### src/rtl/result_shift_out.sv
// -----------------------------------------------------------------------------
// result_shift_out
//
// Output-side partner of the bit-serial input loader. When start is seen in
// IDLE, the block waits FILL_CYCLES cycles for the input shift chain to fill.
// It then captures the compressor's parallel dst result in a single cycle and
// sends it LSB-first on one serial pin, using a valid/ready handshake.
//
// Optional build macro: RESULT_SHIFT_OUT_PARITY_EN
//   When defined, an even-parity bit (XOR of all captured bits) is appended
//   as an extra final bit, and ser_last moves onto that bit.
//   When undefined, a frame is exactly WIDTH bits long.
//
// Parameters:
//   WIDTH        number of dst bits captured and serialized (>= 2)
//   FILL_CYCLES  wait cycles between accepting start and sampling dst
//   CNT_W        width of the completed-frame counter
//
// Ports:
//   clk        rising-edge clock
//   rst        synchronous, active-high reset
//   start      capture request, only looked at in IDLE
//   dst        parallel compressor result, dst[0] is column 0
//   busy       high whenever the block is not IDLE
//   ser_out    current serial data bit
//   ser_valid  ser_out holds a valid bit
//   ser_ready  downstream accepts the bit this cycle
//   ser_last   marks the final bit of a frame
//   frame_cnt  number of completed frames (wraps)
// -----------------------------------------------------------------------------
module result_shift_out #(
  parameter int WIDTH       = 32,
  parameter int FILL_CYCLES = 26,
  parameter int CNT_W       = 16
) (
  input  logic             clk,
  input  logic             rst,
  input  logic             start,
  input  logic [WIDTH-1:0] dst,
  output logic             busy,
  output logic             ser_out,
  output logic             ser_valid,
  input  logic             ser_ready,
  output logic             ser_last,
  output logic [CNT_W-1:0] frame_cnt
);

  localparam int WAIT_W = (FILL_CYCLES > 0) ? $clog2(FILL_CYCLES + 1) : 1;
  localparam int IDX_W  = $clog2(WIDTH);

  localparam logic [IDX_W-1:0]  LAST_IDX  = IDX_W'(WIDTH - 1);
  localparam logic [WAIT_W-1:0] FILL_LOAD = WAIT_W'(FILL_CYCLES);

`ifdef RESULT_SHIFT_OUT_PARITY_EN
  typedef enum logic [1:0] {IDLE, FILL, SHIFT, PAR} state_t;
`else
  typedef enum logic [1:0] {IDLE, FILL, SHIFT} state_t;
`endif

  state_t             state_q, state_d;
  logic [WAIT_W-1:0]  wait_q, wait_d;
  logic [IDX_W-1:0]   idx_q, idx_d;
  logic [WIDTH-1:0]   shreg_q, shreg_d;
  logic [CNT_W-1:0]   cnt_q, cnt_d;
  logic               busy_q, busy_d;
  logic               ser_out_q, ser_out_d;
  logic               ser_valid_q, ser_valid_d;
  logic               ser_last_q, ser_last_d;
  logic               xfer;
`ifdef RESULT_SHIFT_OUT_PARITY_EN
  logic               par_q, par_d;
`endif

  // A bit moves downstream whenever the presented bit is valid and accepted.
  assign xfer = ser_valid_q && ser_ready;

  // Next-state logic. The serial outputs are computed from the *next* state,
  // so they can be registered and still line up with the state they describe.
  // During a stall every _d equals its _q. That keeps ser_out, ser_valid and
  // ser_last frozen for as long as ser_ready stays low.
  always_comb begin
    state_d = state_q;
    wait_d  = wait_q;
    idx_d   = idx_q;
    shreg_d = shreg_q;
    cnt_d   = cnt_q;
`ifdef RESULT_SHIFT_OUT_PARITY_EN
    par_d   = par_q;
`endif

    case (state_q)
      IDLE: begin
        if (start) begin
          state_d = FILL;
          wait_d  = FILL_LOAD;
        end
      end

      FILL: begin
        // Count down first. dst is sampled on the edge where the count is
        // already zero, which is FILL_CYCLES+1 edges after start was taken.
        if (wait_q != '0) begin
          wait_d = wait_q - WAIT_W'(1);
        end else begin
          shreg_d = dst;
          idx_d   = '0;
          state_d = SHIFT;
`ifdef RESULT_SHIFT_OUT_PARITY_EN
          par_d   = ^dst;
`endif
        end
      end

      SHIFT: begin
        if (xfer) begin
          shreg_d = shreg_q >> 1;
          if (idx_q == LAST_IDX) begin
            idx_d = '0;
`ifdef RESULT_SHIFT_OUT_PARITY_EN
            state_d = PAR;
`else
            state_d = IDLE;
            cnt_d   = cnt_q + CNT_W'(1);
`endif
          end else begin
            idx_d = idx_q + IDX_W'(1);
          end
        end
      end

`ifdef RESULT_SHIFT_OUT_PARITY_EN
      PAR: begin
        if (xfer) begin
          state_d = IDLE;
          cnt_d   = cnt_q + CNT_W'(1);
        end
      end
`endif

      default: state_d = IDLE;
    endcase

    busy_d = (state_d != IDLE);

`ifdef RESULT_SHIFT_OUT_PARITY_EN
    ser_valid_d = (state_d == SHIFT) || (state_d == PAR);
    ser_out_d   = ((state_d == SHIFT) && shreg_d[0]) ||
                  ((state_d == PAR) && par_d);
    ser_last_d  = (state_d == PAR);
`else
    ser_valid_d = (state_d == SHIFT);
    ser_out_d   = (state_d == SHIFT) && shreg_d[0];
    ser_last_d  = (state_d == SHIFT) && (idx_d == LAST_IDX);
`endif
  end

  // All state and all outputs live in one register bank. A synchronous reset
  // drops any partial frame and clears the frame counter.
  always_ff @(posedge clk) begin
    if (rst) begin
      state_q     <= IDLE;
      wait_q      <= '0;
      idx_q       <= '0;
      shreg_q     <= '0;
      cnt_q       <= '0;
      busy_q      <= 1'b0;
      ser_out_q   <= 1'b0;
      ser_valid_q <= 1'b0;
      ser_last_q  <= 1'b0;
`ifdef RESULT_SHIFT_OUT_PARITY_EN
      par_q       <= 1'b0;
`endif
    end else begin
      state_q     <= state_d;
      wait_q      <= wait_d;
      idx_q       <= idx_d;
      shreg_q     <= shreg_d;
      cnt_q       <= cnt_d;
      busy_q      <= busy_d;
      ser_out_q   <= ser_out_d;
      ser_valid_q <= ser_valid_d;
      ser_last_q  <= ser_last_d;
`ifdef RESULT_SHIFT_OUT_PARITY_EN
      par_q       <= par_d;
`endif
    end
  end

  assign busy      = busy_q;
  assign ser_out   = ser_out_q;
  assign ser_valid = ser_valid_q;
  assign ser_last  = ser_last_q;
  assign frame_cnt = cnt_q;

endmodule

### config.mk
export PLATFORM = sky130hd
export DESIGN_NAME = result_shift_out
export DESIGN_NICKNAME = d
export VERILOG_FILES = /design/src/rtl/result_shift_out.sv
export SDC_FILE = /design/constraint.sdc
export NUM_CORES = 1
export LEC_CHECK = 0
export ABC_AREA = 1
export BUFFER_PORTS_ARGS = -buffer_cell sky130_fd_sc_hd__buf_2
export CAP_MARGIN = 10
export CORE_MARGIN = 2
export CORE_UTILIZATION = 51
export DETAILED_ROUTE_END_ITERATION = 16
export PLACE_DENSITY = 0.76
export SYNTH_ARGS = -nofsm -noshare
export SYNTH_HDL_FRONTEND = slang
export SYNTH_SLANG_ARGS = --single-unit
### constraint.sdc
create_clock -name clk -period 2.03 [get_ports clk]
set_clock_uncertainty 0.15 [all_clocks]
set_input_delay 0.203 -clock clk [delete_from_list [all_inputs] [get_ports clk]]
set_output_delay 0.203 -clock clk [all_outputs]
set_load 0.05 [all_outputs]
==> results list <==
- Commonest register cell after synthesis: sky130_fd_sc_hd__dfxtp_1
- In the synthesized netlist, the number of instances is 502.
* Final routed wire length divided by cell count: 11.5 um
- Post-Layout Cell Count: between 600 and 700
* Fraction of layout cells with a size suffix above 1: a little under a fifth
- In this run the critical register-to-register path is launched from idx_q[1]$_SDFF_PP0_.
* Top-level port count: 56
- The worst register-to-register path ends at frame_cnt[12]$_SDFFE_PP0P_.
* Share of the synthesized area in the top cell type: 39.0%
* Worst-Margin Slew: 0.418 ns
* Clock root cell: sky130_fd_sc_hd__clkbuf_8
- Max-slew violation count: 0
- The die is 84.3 um wide.
* Number of nets still failing antenna checks after routing: 0
* Vertical die dimension: 84.3 um
* Fin crit share: 94.2%
- Setup violations remaining at the end of the flow were counted as 0.
- Global route overflow: 0
- Required time at the endpoint of the critical path: around 2.1 ns
- Initial antenna violation count: 0
- Counting flops and latches in the post-synthesis netlist gives 64.
- EDFF count, synth: 0
- Worst hold path stage count: 5
- Run status: complete, no violations
- Max_slew headroom: 72.1%
* Worst-skew pair later-pin latency: 0.34 ns
- Leakage power summed over all cells: 0.00181 uW
* DRT Wirelength: 7430 um
- Initial core utilization: 52.4%
* Nets: 611
- The number of antenna diodes in the final layout is 0.
- Number of hold violations in the final report: 0
- Number of buffers on the longest clock path: 2
- Vias in the first global route: 2,945
* Critical Path Sink Type: register
- Number of placed cells counting well taps: 627
* Worst Setup Start Kind: register
- Area growth from synthesis to final layout: 20.6%
- In this run the standard cell core region covers 6280 um2.
* Unique cell type count in the Yosys netlist: 30
* Pin count of the biggest net entering global routing: 30
- In this run the most critical hold path is launched from dst[5].
- By area the synthesized netlist is led by sky130_fd_sc_hd__dfxtp_1 (39%), sky130_fd_sc_hd__nand2_1 (22%), sky130_fd_sc_hd__a21oi_1 (7.6%), sky130_fd_sc_hd__nor2_1 (5.6%), sky130_fd_sc_hd__inv_1 (5.1%).
- Cell type with the highest aggregate area in the netlist: sky130_fd_sc_hd__dfxtp_1
- In the routed design, unresolved DRC markers number 0.
* Tot GR Track Use: around a fifth
- The layer flagged by global routing as most heavily used is met2.
- Global-route wire length before repair: 12,400 um
* Most frequent cells after synthesis: sky130_fd_sc_hd__nand2_1 (195), sky130_fd_sc_hd__dfxtp_1 (64), sky130_fd_sc_hd__a21oi_1 (50), sky130_fd_sc_hd__nor2_1 (49), sky130_fd_sc_hd__inv_1 (45)
- Syn Std Cell Area: around 3300 um2
- Number of sinks driven by the clock tree: 64
- Power comes to 3070 uW.
- Length in cells of the worst reg-to-reg path: 11
- Post-synth ARST share: 0%
- Averaged over all synthesized cells, the footprint is 6.55 um2.
* Count of synthesis-stage warnings from yosys: 0
* Site row count: 29
* Flop2flop setup slack: 0.12 ns
- Destination of the worst hold path: shreg_q[5]$_SDFFE_PP0P_
- TritonCTS clock tree: yes
- Number of I/O port buffers: 55
* Global-route track usage on met1: 26.4%
- Fillers: 562
- Fraction of met3 tracks used by global routing: 4.03%
* H-tree lvl count: 3
- The die covers 7100 um2.
* Sequential share of the synthesized area: 39.0%
* Arrival time of the worst setup path: 2.00 ns
- The tool flagged a number of max-cap violations equal to 0.
- DP HPWL: 4920 um
* Avg Vias per Cell: 4.99
- By instance count, the leading cell after synthesis is sky130_fd_sc_hd__nand2_1.
- Synthesized net count: approximately 550
* GR met2 Demand/Resource: 34.2%
- Across all layers, the routed design uses 3,232 vias.
* Final core area utilization: 63.1%
- For this block, the initial DRC count from the detailed router was between 150 and 200.
- In this run the power density over the cells is ~770 nW/um2.
* Highest achievable clock rate: 523 MHz
- Hold timing on the final database bottoms out at a slack of 0.0329 ns.
* Largest fanout on the critical path: 4
- Counting I/O delays and the setup requirement, the final critical path takes 1.91 ns.
- Worst min-delay path class: primary input to register
* Setup total negative slack: 0 ns
- The first TritonRoute pass finished after 5 iterations.
- Worst IR Drop VDD: about 0.48 mV
- Number of buffers added by the clock tree synthesis step: 9
- The congestion estimate from routability-driven global placement came to 0.902.
* Setup CP Type: register to register
* Clock transition at the register clock pins on the worst setup and hold paths after CTS: 0.07 ns
-- area by class of cell --
cell class                      count  area [um2]  share of cell area, %
Multi-Input combinational cell    378        1810                   45.7
Sequential cell                    64        1280                   32.4
Timing Repair Buffer               66         377                   9.50
Clock buffer                       14         183                   4.61
Inverter                           47         176                   4.45
Tap cell                           77        96.3                   2.43
Clock inverter                      2        35.0                  0.884
-- cells in the final DEF (no fill, tap or decap), types with 2 or more instances in the layout --
cell type,instances
sky130_fd_sc_hd__a21oi_1,50
sky130_fd_sc_hd__buf_2,55
sky130_fd_sc_hd__buf_4,8
sky130_fd_sc_hd__clkbuf_8,13
sky130_fd_sc_hd__dfxtp_1,62
sky130_fd_sc_hd__dfxtp_2,2
sky130_fd_sc_hd__ha_1,5
sky130_fd_sc_hd__ha_2,4
sky130_fd_sc_hd__inv_1,45
sky130_fd_sc_hd__nand2_1,192
sky130_fd_sc_hd__nand2_2,4
sky130_fd_sc_hd__nand2_4,2
sky130_fd_sc_hd__nand3_1,22
sky130_fd_sc_hd__nand4_1,3
sky130_fd_sc_hd__nor2_1,49
sky130_fd_sc_hd__nor2_2,2
sky130_fd_sc_hd__nor2_4,5
sky130_fd_sc_hd__nor2_8,2
sky130_fd_sc_hd__nor3_1,3
sky130_fd_sc_hd__o21ai_0,22
sky130_fd_sc_hd__o21ai_1,2
sky130_fd_sc_hd__xnor2_1,2
-- routing by layer --
layer	up-vias	part of all wire, %
li1	1712	-
met1	1441	47
met2	68	47
met3	11	4.3
met4	0	1.4
met5	-	0
-- power breakdown --
group | internal, uW | switching [uW]
Combinational | 185 | 374
Clock | 700 | 484
Sequential | 1290 | 27.8
Total | 2180 | 886
-- worst max-delay path, cell delays in order, from the launching register on --
cell	delay, ns
sky130_fd_sc_hd__dfxtp_2	0.35
sky130_fd_sc_hd__ha_2	0.18
sky130_fd_sc_hd__inv_1	0.05
sky130_fd_sc_hd__nor3_2	0.11
sky130_fd_sc_hd__ha_2	0.23
sky130_fd_sc_hd__nand3_4	0.10
sky130_fd_sc_hd__nor2_4	0.13
sky130_fd_sc_hd__nand2_2	0.07
sky130_fd_sc_hd__nor2_2	0.18
sky130_fd_sc_hd__nand2_1	0.06
sky130_fd_sc_hd__o21ai_0	0.14
sky130_fd_sc_hd__nor2_1	0.06
-- worst max path at each step --
stage                                startpoint                    endpoint  cells after the start  slack, ns
after global placement      idx_q[0]$_SDFF_PP0_  frame_cnt[12]$_SDFFE_PP0P_                     11       0.14
after CTS                   idx_q[0]$_SDFF_PP0_  frame_cnt[12]$_SDFFE_PP0P_                     11       0.02
after detailed placement    idx_q[0]$_SDFF_PP0_  frame_cnt[12]$_SDFFE_PP0P_                     11       0.04
after global routing      state_q[0]$_SDFF_PP0_    shreg_q[11]$_SDFFE_PP0P_                     10      -0.02
final                       idx_q[1]$_SDFF_PP0_  frame_cnt[12]$_SDFFE_PP0P_                     11       0.12
after floorplan             idx_q[1]$_SDFF_PP0_  frame_cnt[12]$_SDFFE_PP0P_                     11       0.04
-- sequential cells by signal, indices dropped and copies added (netlist names) --
register / count
busy: 1
frame_cnt: 16
idx_q: 5
ser_last: 1
ser_out: 1
ser_valid: 1
shreg_q: 32
state_q: 2
wait_q: 5
-- cell families after synthesis --
logic type                 synth area share, %
buffers and inverters                     7.88
adders and majority gates                 3.43
AOI/OAI and AO/OA                         12.4
xor gates and xnor gates                 0.533
DFF                                       39.0
and+or+nand+nor                           36.8
-- metrics by stage --
stage	cell area, um2	worst slack, ns
floorplan	3290	0.0413
global placement	3640	0.137
detailed placement	3640	0.0441
CTS	3860	0.0229
global route	3960	-0.0217
finish	3960	0.118
-- what timing repair did --
item                                    in CTS  in global routing
buffers inserted                             0                  2
resized for setup                            0                 15
endpoints found under the hold margin        1                  0
endpoints found under the setup margin       0                 41
hold buffers                                 1                  0
Power figures use the tool's default switching activity.
